===== src/rtl/lmsm_mem_sequencer_pkg.sv =====
// Shared types and constants for the LM/SM memory sequencer.
// State encoding, opcode constants and default widths.
package lmsm_mem_sequencer_pkg;

    typedef enum logic [1:0] {
        ST_IDLE = 2'd0,
        ST_RUN  = 2'd1,
        ST_DONE = 2'd2
    } lmsm_state_t;

    localparam logic [3:0] OP_LM = 4'b0110;
    localparam logic [3:0] OP_SM = 4'b0111;

    localparam int DEF_NREG   = 8;
    localparam int DEF_ADDR_W = 16;
    localparam int DEF_DATA_W = 16;

endpackage


===== src/rtl/lmsm_prio_enc.sv =====
// Lowest-set-bit priority encoder for the LM/SM register list.
// R0 has the highest priority; o_valid flags a non-empty list.
module lmsm_prio_enc
    import lmsm_mem_sequencer_pkg::*;
#(
    parameter int NREG = DEF_NREG,
    localparam int IW  = $clog2(NREG)
) (
    input  logic [NREG-1:0] i_list,
    output logic [IW-1:0]   o_idx,
    output logic            o_valid
);

    always_comb begin
        o_idx = '0;
        for (int i = NREG - 1; i >= 0; i--) begin
            if (i_list[i]) begin
                o_idx = IW'(i);
            end
        end
    end

    assign o_valid = |i_list;

endmodule


===== src/rtl/lmsm_mem_sequencer.sv =====
// MEM-stage sequencer for LM/SM: one access per set list bit,
// consecutive addresses, stalling the pipeline until finished.
module lmsm_mem_sequencer
    import lmsm_mem_sequencer_pkg::*;
#(
    parameter int ADDR_W = DEF_ADDR_W,
    parameter int DATA_W = DEF_DATA_W,
    parameter int NREG   = DEF_NREG,
    localparam int IW    = $clog2(NREG)
) (
    input  logic              clk,
    input  logic              reset,
    input  logic              start,
    input  logic              is_store,
    input  logic [ADDR_W-1:0] base_addr,
    input  logic [NREG-1:0]   reg_list,
    input  logic [DATA_W-1:0] mem_rdata,
    input  logic [DATA_W-1:0] rf_rdata,
    output logic [ADDR_W-1:0] mem_addr,
    output logic [DATA_W-1:0] mem_wdata,
    output logic              mem_we,
    output logic [IW-1:0]     rf_raddr,
    output logic [IW-1:0]     rf_waddr,
    output logic [DATA_W-1:0] rf_wdata,
    output logic              rf_we,
    output logic              busy,
    output logic              done
);

    lmsm_state_t       r_state;
    lmsm_state_t       w_next;
    logic [ADDR_W-1:0] r_addr;
    logic [NREG-1:0]   r_list;
    logic              r_dir;

    logic [IW-1:0]     w_idx;
    logic              w_valid;
    logic [NREG-1:0]   w_list_clr;

    lmsm_prio_enc #(
        .NREG    (NREG)
    ) u_prio (
        .i_list  (r_list),
        .o_idx   (w_idx),
        .o_valid (w_valid)
    );

    assign w_list_clr = r_list & ~(NREG'(1) << w_idx);

    always_ff @(posedge clk or negedge reset) begin
        if (!reset) begin
            r_state <= ST_IDLE;
            r_addr  <= '0;
            r_list  <= '0;
            r_dir   <= 1'b0;
        end else begin
            r_state <= w_next;
            if (r_state == ST_IDLE && start) begin
                r_addr <= base_addr;
                r_list <= reg_list;
                r_dir  <= is_store;
            end else if (r_state == ST_RUN) begin
                r_addr <= r_addr + ADDR_W'(1);
                r_list <= w_list_clr;
            end
        end
    end

    always_comb begin
        w_next    = r_state;
        mem_addr  = '0;
        mem_wdata = '0;
        mem_we    = 1'b0;
        rf_raddr  = '0;
        rf_waddr  = '0;
        rf_wdata  = '0;
        rf_we     = 1'b0;
        busy      = 1'b0;
        done      = 1'b0;
        unique case (r_state)
            ST_IDLE: begin
                if (start) begin
                    w_next = (reg_list != '0) ? ST_RUN : ST_DONE;
                end
            end
            ST_RUN: begin
                busy     = 1'b1;
                mem_addr = r_addr;
                if (r_dir) begin
                    rf_raddr  = w_idx;
                    mem_wdata = rf_rdata;
                    mem_we    = w_valid;
                end else begin
                    rf_waddr = w_idx;
                    rf_wdata = mem_rdata;
                    rf_we    = w_valid;
                end
                if (w_list_clr == '0) begin
                    w_next = ST_DONE;
                end
            end
            ST_DONE: begin
                busy   = 1'b1;
                done   = 1'b1;
                w_next = ST_IDLE;
            end
            default: begin
                w_next = ST_IDLE;
            end
        endcase
    end

endmodule


===== config.mk =====
export PLATFORM = sky130hd
export DESIGN_NAME = lmsm_mem_sequencer
export DESIGN_NICKNAME = d
export VERILOG_FILES = /design/src/rtl/lmsm_mem_sequencer_pkg.sv /design/src/rtl/lmsm_prio_enc.sv /design/src/rtl/lmsm_mem_sequencer.sv
export SDC_FILE = /design/constraint.sdc
export NUM_CORES = 1
export LEC_CHECK = 0
export ABC_AREA = 1
export CAP_MARGIN = 20
export CORE_UTILIZATION = 37
export CTS_CLUSTER_SIZE = 40
export DETAILED_ROUTE_END_ITERATION = 10
export GPL_ROUTABILITY_DRIVEN = 0
export GPL_TIMING_DRIVEN = 1
export PLACE_DENSITY = 0.86
export SETUP_SLACK_MARGIN = 0.1
export SYNTH_ARGS = -nofsm -noshare
export SYNTH_HDL_FRONTEND = slang
export SYNTH_SLANG_ARGS = --single-unit

===== constraint.sdc =====
create_clock -name clk -period 4.85 [get_ports clk]
set_input_delay 0.97 -clock clk [delete_from_list [all_inputs] [get_ports clk]]
set_output_delay 0.97 -clock clk [all_outputs]
set_load 0.03 [all_outputs]

==> results.cfg <==
[outcome]
outcome = finished, final reports clean

[flow_run]
maxCapViolCount = 0

[logic_synthesis]
seq_area_frac_synth = 0.324
synth_nets = 403
synth-seq-cells = 27
syn_avg_cell_area_um2 = 6.15
yosys.area.top_type = dfrtp_1
syn_area_um2 = 2080
synth_top_area_frac = 0.324
syn_inst = 339
yosys_warnings = 0
yosys-top-cells-area = dfrtp_1 (32%), nand2_1 (13%), nor2_1 (13%)
synthDistinctLibCells = 28

[worst_setup_path]
r2r_end = r_list[3]
cp-start-kind = flip-flop
cpPeakStageDelay_ns = 0.69
cp-end-kind = output pin
rrSetupSlack_ns = 3.03
slowest_stage = clkdlybuf4s50_1
rr_worst_depth = 8
critPathBufInv = 4
reg2reg_from = r_state[0]
critPathRequiredTime_ns = 3.88
cp_data_arrival_time_ns = 2.65
crit_family = buffers and inverters
path_cells = inv_1, ha_1, buf_4, inv_2, or2_2, nor2_1, clkdlybuf4s50_1
worst-path-max-fanout = 28
crit_type = flip-flop to output pin

[cells_and_area]
nets = 517
drive_gt1_frac = 0.0442
syn2layout_area_growth_pct = 61.6
n_antenna_cell = 0

[die]
io_pins = 118
rows = 26
die_area_um2 = 5940
die_y_um = 77.1
core_area_um2 = 5270
die_x_um = 77.1
initial_utilization = 0.396

[sta]
relSlewSlack = 0.577
slew_violations = 0
tightestPinTransition_ns = 0.633
min_period_over_period = 0.747
tns_ns = 0
max_freq_mhz = 276
grt_setup_unrepaired = no
finalSetupViolations = 0
fin_hold_ws_ns = 0.511
finClkSkew_ns = 0.00230
post-route-min-period_ns = 3.62
hold_violations = 0

[clocking]
postCtsSetupRepairBufs = 0
cts_tree = built
numClockSinks = 27
htreeDepth = 1
cts.repair.resized = 0
path_clk_slew_ns = 0.09
clockBufferDepth = 2
hold_buffers = 0
clockRootBuffer = clkbuf_8
clk_latency_ns = 0.27
cts_buffers = 3

[placement]
portBuffers = 117
place_hpwl_um = 4830

[worst_hold_path]
whs_path_depth = 2
hold-path-endpoint = r_dir
min-delay-path-class = flip-flop to flip-flop
hp-start = r_dir

[grt]
antenna_found_initial = 0
grt_pass1_vias = 2263
grt_first_pass_wirelength_um = 10000
grt_start_max_net_pins = 33
overflow = 0
grt_util_all_layers = 0.207

[route]
vias = 2438
drc = 0
drtIter0Drc = 144
wirelength_um = 6190
drt_first_pass_iters = 4
ant_nets = 0
post_drt_wl_per_cell_um = 11.9
vias_per_cell = 4.67

[power]
peakVddDrop_v = 0.000340
power_density_nw_per_um2 = 532
p_leak_nw = 1.68
-- layer usage --
metal  GRT usage  vias to the layer above  share of wire
li1            -                     1236              -
met1       0.246                     1077           0.41
met2       0.374                      115           0.49
met3      0.0417                       10          0.079
met4      0.0566                        0          0.016
met5           0                        -              0
-- power breakdown --
part / switching [mW] / total (mW) / internal, mW
Clock: 0.0693 / 0.128 / 0.0588
Sequential: 0.128 / 0.459 / 0.331
Combinational: 0.741 / 1.20 / 0.462
-- worst min-delay path, delay by kind of cell (launching register included) --
family / cells / cell delay [ns]
DFF: 1 / 0.37
and+or+nand+nor: 2 / 0.11
-- worst max-delay path by stage --
stage | startpoint | endpoint | slack [ns] | cells after the start
finish | r_state[1] | rf_wdata[1] | 1.23 | 7
global route | r_state[1] | rf_wdata[11] | 1.05 | 7
CTS | r_state[1] | rf_wdata[1] | 1.21 | 7
detailed placement | r_state[1] | rf_wdata[1] | 1.51 | 7
global placement | r_state[1] | rf_waddr[1] | 1.58 | 7
floorplan | r_state[1] | rf_waddr[0] | 2.14 | 7
-- metrics by stage --
step / utilization / worst slack [ns] / instances / total power [mW] / cell area, µm²
CTS: 0.639 / 1.21 / 522 / 1.79 / 3370
global placement: 0.631 / 1.58 / 518 / 1.63 / 3320
floorplan: - / 2.14 / 339 / 1.24 / 2080
finish: 0.639 / 1.23 / 522 / 1.79 / 3370
global route: 0.639 / 1.05 / 522 / 1.93 / 3370
detailed placement: 0.631 / 1.51 / 518 / 1.66 / 3320
-- Yosys cell counts (all sizes together) --
cell type,instances
dfrtp,27
o21ai,13
a31oi,2
nand4,1
nor3,3
xor2,9
inv,72
clkbuf,7
or2,1
nand2,76
o22ai,2
o31ai,1
buf,4
nand3,16
a21oi,14
nor2,77
xnor2,4
nor4,2
o211ai,4
ha,4
-- cell usage in the layout, fill, tap and decap left out --
cell type,synthesis,final
o21ai_0,8,8
or2_2,1,1
inv_1,68,68
clkbuf_8,0,3
nand3_1,14,14
nand2_2,2,2
o31ai_1,1,1
nand2_1,74,74
o21ai_1,5,5
nand4_1,1,1
nor2_4,2,2
a31oi_1,2,2
nor4_1,2,2
nor3_1,2,2
nor3_2,1,1
xor2_1,9,9
nor2_1,73,73
inv_2,4,4
ha_1,4,4
nor2_2,2,2
o22ai_1,2,2
clkbuf_1,7,1
a21oi_1,14,14
nand3_2,2,2
o211ai_1,4,4
xnor2_1,4,4
buf_4,0,3
clkdlybuf4s50_1,0,117
dfrtp_1,27,27
-- final cells by class --
class	instances	area, µm²
inverters	72	270
repair buffers	120	1190
flip-flops and latches	27	676
fillers	460	1900
clock buffers	4	45.0
multi-input cells	229	1100
well taps	70	87.6
-- flip-flops by register name, summed over array words and instances (netlist names) --
signal   flops
r_addr      16
r_list       8
r_state      2
r_dir        1
-- logic make-up after synthesis --
logic type / count (synthesis) / share of synthesized area
fa+ha+maj: 4 / 0.0240
xor+xnor: 13 / 0.0546
buf+inv: 83 / 0.150
flops: 27 / 0.324
compound gates: 36 / 0.0948
simple gates: 176 / 0.352
No activity file was read; power rests on OpenSTA's default activity.
